==> src/rtl/hit_pulse_gen.sv <==
// Trapezoidal test-pulse source feeding the hit detector sample stream; one sample every cfg_div+1 clocks,
// first sample cfg_div+1 clocks after start is accepted; no backpressure, cfg_en low aborts on the next edge.
module hit_pulse_gen #(
  parameter int DW = 16,
  parameter int GW = 32
) (
  input  logic          clk_sys,
  input  logic          rst_n,
  input  logic          cfg_en,
  input  logic          start,
  input  logic [15:0]   cfg_div,
  input  logic [DW-1:0] cfg_base,
  input  logic [DW-1:0] cfg_amp,
  input  logic [DW-1:0] cfg_step,
  input  logic [15:0]   cfg_top,
  input  logic [GW-1:0] cfg_gap,
  input  logic [15:0]   cfg_num,
  output logic [DW-1:0] sm_data,
  output logic          sm_vld,
  output logic          stu_busy,
  output logic [15:0]   stu_pulse_cnt,
  output logic          done
);

  localparam logic [2:0] S_IDLE = 3'd0;
  localparam logic [2:0] S_RISE = 3'd1;
  localparam logic [2:0] S_TOP  = 3'd2;
  localparam logic [2:0] S_FALL = 3'd3;
  localparam logic [2:0] S_GAP  = 3'd4;
  localparam logic [2:0] S_DONE = 3'd5;

  logic [2:0]    state_q, state_d;
  logic [15:0]   cnt_div_q, cnt_div_d;
  logic [15:0]   div_q, div_d;
  logic [DW-1:0] base_q, base_d;
  logic [DW-1:0] peak_q, peak_d;
  logic [DW-1:0] step_q, step_d;
  logic [15:0]   top_q, top_d;
  logic [GW-1:0] gap_q, gap_d;
  logic [15:0]   num_q, num_d;
  logic [DW-1:0] level_q, level_d;
  logic [15:0]   cnt_top_q, cnt_top_d;
  logic [GW-1:0] cnt_gap_q, cnt_gap_d;
  logic [15:0]   pulse_cnt_q, pulse_cnt_d;
  logic [DW-1:0] sm_data_q, sm_data_d;
  logic          sm_vld_q, sm_vld_d;
  logic          done_q, done_d;

  logic          strobe;
  logic [DW:0]   sum_bp;
  logic [DW:0]   sum_r;
  logic [DW:0]   diff_f;
  logic [DW-1:0] rise_n;
  logic [DW-1:0] fall_n;

  assign strobe = (state_q != S_IDLE) && (cnt_div_q == div_q);

  // Sums carry one extra bit so saturation is decided before any wrap.
  assign sum_bp = {1'b0, cfg_base} + {1'b0, cfg_amp};
  assign sum_r  = {1'b0, level_q} + {1'b0, step_q};
  assign diff_f = {1'b0, level_q} - {1'b0, step_q};
  assign rise_n = (sum_r > {1'b0, peak_q}) ? peak_q : sum_r[DW-1:0];
  assign fall_n = (diff_f[DW] || (diff_f[DW-1:0] < base_q)) ? base_q : diff_f[DW-1:0];

  always_comb begin
    state_d     = state_q;
    cnt_div_d   = cnt_div_q;
    div_d       = div_q;
    base_d      = base_q;
    peak_d      = peak_q;
    step_d      = step_q;
    top_d       = top_q;
    gap_d       = gap_q;
    num_d       = num_q;
    level_d     = level_q;
    cnt_top_d   = cnt_top_q;
    cnt_gap_d   = cnt_gap_q;
    pulse_cnt_d = pulse_cnt_q;
    sm_data_d   = sm_data_q;
    sm_vld_d    = 1'b0;
    done_d      = 1'b0;

    if (state_q == S_IDLE) begin
      if (start && cfg_en) begin
        div_d       = cfg_div;
        base_d      = cfg_base;
        peak_d      = sum_bp[DW] ? {DW{1'b1}} : sum_bp[DW-1:0];
        step_d      = (cfg_step != '0) ? cfg_step :
                      ((cfg_amp != '0) ? cfg_amp : DW'(1));
        top_d       = cfg_top;
        gap_d       = cfg_gap;
        num_d       = cfg_num;
        level_d     = cfg_base;
        pulse_cnt_d = '0;
        cnt_div_d   = '0;
        cnt_top_d   = '0;
        cnt_gap_d   = '0;
        state_d     = S_RISE;
      end
    end else if (!cfg_en) begin
      // Abort takes priority over a coincident strobe: no sample, no done.
      state_d = S_IDLE;
    end else begin
      cnt_div_d = strobe ? 16'd0 : cnt_div_q + 16'd1;
      case (state_q)
        S_RISE: begin
          if (strobe) begin
            level_d   = rise_n;
            sm_data_d = rise_n;
            sm_vld_d  = 1'b1;
            if (rise_n == peak_q) begin
              cnt_top_d = '0;
              state_d   = (top_q == 16'd0) ? S_FALL : S_TOP;
            end
          end
        end
        S_TOP: begin
          if (strobe) begin
            sm_data_d = peak_q;
            sm_vld_d  = 1'b1;
            cnt_top_d = cnt_top_q + 16'd1;
            if (cnt_top_q + 16'd1 == top_q) begin
              state_d = S_FALL;
            end
          end
        end
        S_FALL: begin
          if (strobe) begin
            level_d   = fall_n;
            sm_data_d = fall_n;
            sm_vld_d  = 1'b1;
            if (fall_n == base_q) begin
              pulse_cnt_d = pulse_cnt_q + 16'd1;
              cnt_gap_d   = '0;
              if ((num_q != 16'd0) && (pulse_cnt_q + 16'd1 == num_q)) begin
                state_d = S_DONE;
              end else if (gap_q == '0) begin
                state_d = S_RISE;
              end else begin
                state_d = S_GAP;
              end
            end
          end
        end
        S_GAP: begin
          if (strobe) begin
            sm_data_d = base_q;
            sm_vld_d  = 1'b1;
            if (cnt_gap_q + GW'(1) == gap_q) begin
              cnt_gap_d = '0;
              state_d   = S_RISE;
            end else begin
              cnt_gap_d = cnt_gap_q + GW'(1);
            end
          end
        end
        S_DONE: begin
          done_d  = 1'b1;
          state_d = S_IDLE;
        end
        default: state_d = S_IDLE;
      endcase
    end
  end

  always_ff @(posedge clk_sys or negedge rst_n) begin
    if (!rst_n) begin
      state_q     <= S_IDLE;
      cnt_div_q   <= '0;
      div_q       <= '0;
      base_q      <= '0;
      peak_q      <= '0;
      step_q      <= '0;
      top_q       <= '0;
      gap_q       <= '0;
      num_q       <= '0;
      level_q     <= '0;
      cnt_top_q   <= '0;
      cnt_gap_q   <= '0;
      pulse_cnt_q <= '0;
      sm_data_q   <= '0;
      sm_vld_q    <= 1'b0;
      done_q      <= 1'b0;
    end else begin
      state_q     <= state_d;
      cnt_div_q   <= cnt_div_d;
      div_q       <= div_d;
      base_q      <= base_d;
      peak_q      <= peak_d;
      step_q      <= step_d;
      top_q       <= top_d;
      gap_q       <= gap_d;
      num_q       <= num_d;
      level_q     <= level_d;
      cnt_top_q   <= cnt_top_d;
      cnt_gap_q   <= cnt_gap_d;
      pulse_cnt_q <= pulse_cnt_d;
      sm_data_q   <= sm_data_d;
      sm_vld_q    <= sm_vld_d;
      done_q      <= done_d;
    end
  end

  assign sm_data       = sm_data_q;
  assign sm_vld        = sm_vld_q;
  assign done          = done_q;
  assign stu_pulse_cnt = pulse_cnt_q;
  // done is registered one clock after S_DONE; busy covers that clock so it drops right after done.
  assign stu_busy      = (state_q != S_IDLE) || done_q;

endmodule

==> config.mk <==
export PLATFORM = sky130hd
export DESIGN_NAME = hit_pulse_gen
export DESIGN_NICKNAME = d
export VERILOG_FILES = /design/src/rtl/hit_pulse_gen.sv
export SDC_FILE = /design/constraint.sdc
export NUM_CORES = 1
export LEC_CHECK = 0
export ABC_AREA = 0
export CORE_ASPECT_RATIO = 0.75
export CORE_MARGIN = 2
export CORE_UTILIZATION = 30
export CTS_BUF_LIST = sky130_fd_sc_hd__clkbuf_8
export DETAILED_ROUTE_END_ITERATION = 8
export PLACE_DENSITY_LB_ADDON = 0.08
export SLEW_MARGIN = 20
export SYNTH_ARGS = -nofsm -noshare
export SYNTH_HDL_FRONTEND = slang
export SYNTH_SLANG_ARGS = --single-unit
==> constraint.sdc <==
create_clock -name clk_sys -period 9.55 [get_ports clk_sys]
set_clock_uncertainty 0.2 [all_clocks]
set_input_delay 1.4325 -clock clk_sys [delete_from_list [all_inputs] [get_ports clk_sys]]
set_output_delay 1.4325 -clock clk_sys [all_outputs]
set_load 0.01 [all_outputs]
==> run_results.csv <==
group,metric,value,unit
finish,area_delta_synth_final,19.2,%
critical_path,crit_path_max_incr_delay,0.65,ns
grt,grt_overflow,0,
die,die_height,214,µm
logic_synthesis,synth_nets,2380,
critical_path,end_kind,"register",
critical_path,arrival,6.87,ns
critical_path,worstPathCellList,"inv_1, ha_1, inv_1, fa_1, a21oi_1, o221ai_1, a31o_2, and2_1, o21ai_0, a21boi_0, ha_1, nand2_1, o21ai_0, a2111oi_0, a21oi_1, nand2_1, clkinv_1, a211oi_1, o221ai_2, buf_4, or4_1, nand2_1",
hold_path,min_path_type,"reg -> reg",
power_and_ir_drop,fin_total_pwr,8080,µW
critical_path,critPathMostFrequentCell,"nand2_1",
clocking,post_cts_buffers,0,
finish,diodes,0,
place,port_buffers,166,
routing,drt_iter0_drc,1285,
timing,fin_crit,6.52,ns
clocking,cts_max_path_buffers,3,
place,gp_congestion,0.918,
critical_path,cpLargestDelayFamily,"compound AO/OA/AOI/OAI gates",
finish,drive_above_1_share,0.0619,
logic_synthesis,ys_ff_latch,245,
grt,track_usage,0.215,
logic_synthesis,yosys.area.top_type,"dfrtp_1",
routing,drc,0,
logic_synthesis,syn-mean-instance-area,8.14,µm²
die,coreArea,57700,µm²
critical_path,critPathSlowestCell,"clkinv_1",
die,boundaryPins,167,
die,die-area,60600,µm²
logic_synthesis,yosys_warnings,0,
logic_synthesis,synth.yosys.seq_area_share,0.348,
clocking,cts_tree,"done",
logic_synthesis,yosysMostFrequentCell,"nand2_1",
logic_synthesis,synth_ff_type,"dfrtp_1",
outcome,status,"finished clean",
place,place.detailed.hpwl,49400,µm
clocking,insertion_delay,0.63,ns
power_and_ir_drop,p_per_area,385,nW/µm²
grt,grt_pass1_wl,101000,µm
routing,wl,66000,µm
grt,first_global_vias,16200,
timing,tns,0,ns
clocking,root_buffer,"clkbuf_8",
timing,setup_viol,0,
logic_synthesis,synth.top_cells.by_count,"nand2_1, dfrtp_1, o21ai_0",
power_and_ir_drop,leakagePower,0.00907,µW
die,initial_utilization,0.305,
grt,grt_antenna_before_repair,0,
job,maxCapViolations,0,
die,chipWidth,284,µm
critical_path,crit_type,"reg -> reg",
routing,vias_per_cell,5.35,
timing,tightest_slew,1.10,ns
power_and_ir_drop,ir_drop,0.215,mV
die,rows,76,
clocking,htreeDepth,2,
logic_synthesis,yosysUniqueCellTypes,89,
timing,hold_viol_final,0,
routing,wire_per_inst,21.3,µm
timing,slew_viol_final,0,
timing,rsz0062_at_grt,"no",
routing,postRouteAntennaNets,0,
critical_path,path_max_fanout,34,
critical_path,start_kind,"register",
place,dpl.cell_count,3011,
logic_synthesis,yosysTopAreaCellShare,0.348,
clocking,clk_pin_slew_worst_paths,0.07,ns
critical_path,path_buf_inv,4,
timing,fmax,153,MHz
timing,max_slew_margin,0.260,
logic_synthesis,synthTopCellsByArea,"dfrtp_1, nand2_1, ha_1, xnor2_1, o21ai_0",
logic_synthesis,synth-edff-count,0,
clocking,cts_made_buffers,46,
finish,nets,2497,
finish,stdcell_count,3092,
critical_path,required,9.90,ns
clocking,cts_resized,0,
clocking,holdBufCountCts,0,
grt,grt_max_degree,141,
logic_synthesis,netlist_instances,2162,
logic_synthesis,ys_async_sr_fraction,1.00,
timing,fin_crit_sh,0.683,
logic_synthesis,syn_area,17600,µm²
clocking,cts_sinks,245,
finish,fillers,5953,
routing,first_pass_iters,6,
routing,vias,16500,
per-stage QoR:
step	setup slack [ns]	cell area, µm²	utilization	hold WS [ns]
finish	3.03	21000	0.363	0.279
global route	2.55	21000	0.363	0.290
global placement	3.36	20000	0.346	0.271
detailed placement	3.21	20000	0.346	0.267
floorplan	4.69	17600	-	0.264
CTS	3.19	21000	0.363	0.281
cell families (layout without fill, tap and decap cells):
logic type / count (synthesis) / count (layout) / synth area share
and+or+nand+nor: 880 / 880 / 0.238
xor gates and xnor gates: 179 / 179 / 0.0903
adders and majority gates: 88 / 88 / 0.0636
muxes: 22 / 22 / 0.0130
AOI/OAI and AO/OA: 544 / 544 / 0.200
buffers and inverters: 204 / 354 / 0.0459
DFF: 245 / 245 / 0.348
cell usage in the layout (no fill, tap or decap), types with 6 or more instances in the layout:
master	count
nand2_1	398
dfrtp_1	245
clkdlybuf4s50_1	165
o21ai_0	163
nor2_1	145
xnor2_1	116
a21oi_1	103
inv_1	91
ha_1	83
clkbuf_8	64
xor2_1	61
nand3_1	57
o31ai_1	50
nor4_1	46
a211oi_1	37
nand4_1	37
nor3_1	33
and3_1	27
nor2b_1	24
nand2b_1	22
a2bb2oi_1	20
o22ai_1	19
buf_4	19
a31oi_1	18
a21o_1	16
or3_1	15
mux2i_1	15
or2_2	14
a22oi_1	14
o211ai_1	13
o41ai_1	11
and4_1	11
and2_1	11
o21a_1	9
mux2_2	7
clkinv_2	7
a21boi_0	6
or4_1	6
final cells by class:
cell class,instances,area (µm²),area share
Multi-Input combinational cell,1713,10700,0.510
Sequential cell,245,6130,0.292
Timing Repair Buffer,186,1830,0.0872
Tap cell,780,976,0.0465
Clock buffer,64,881,0.0420
Inverter,87,327,0.0156
Clock inverter,17,140,0.00668
where the power goes:
group | switching [µW] | leakage (µW) | internal [µW]
combinational | 3200 | 0.00539 | 1940
clock | 503 | 0.000549 | 650
sequential | 422 | 0.00313 | 1370
total | 4120 | 0.00907 | 3960
registers in the layout, indices dropped and copies added, names as in the netlist:
register,flops
peak_q,16
sm_data,16
div_q,16
state_q,3
gap_q,32
top_q,16
stu_pulse_cnt,16
sm_vld,1
cnt_top_q,16
num_q,16
cnt_gap_q,32
base_q,16
level_q,16
cnt_div_q,16
step_q,16
done,1
per-layer routing:
layer / wire (µm) / track usage / vias up
met2: 27400 / 0.317 / 461
met5: 0 / 0 / -
li1: - / - / 7942
met1: 33600 / 0.325 / 8056
met3: 3990 / 0.0415 / 71
met4: 930 / 0.0432 / 0
path summary, 6_finish.rpt:
check,startpoint,endpoint,slack (ns),cells after the start
max,level_q[0]$_DFFE_PN0P_,cnt_gap_q[20]$_DFFE_PN0P_,3.03,22
min,sm_data[8]$_DFFE_PN0P_,sm_data[8]$_DFFE_PN0P_,0.28,1
max reg2reg,level_q[0]$_DFFE_PN0P_,cnt_gap_q[20]$_DFFE_PN0P_,3.03,22
min reg2reg,sm_data[8]$_DFFE_PN0P_,sm_data[8]$_DFFE_PN0P_,0.28,1
max in group asynchronous,rst_n,cnt_top_q[8]$_DFFE_PN0P_,7.14,2
min in group asynchronous,rst_n,div_q[7]$_DFFE_PN0P_,0.61,1
(Power assumes the default switching activity.)
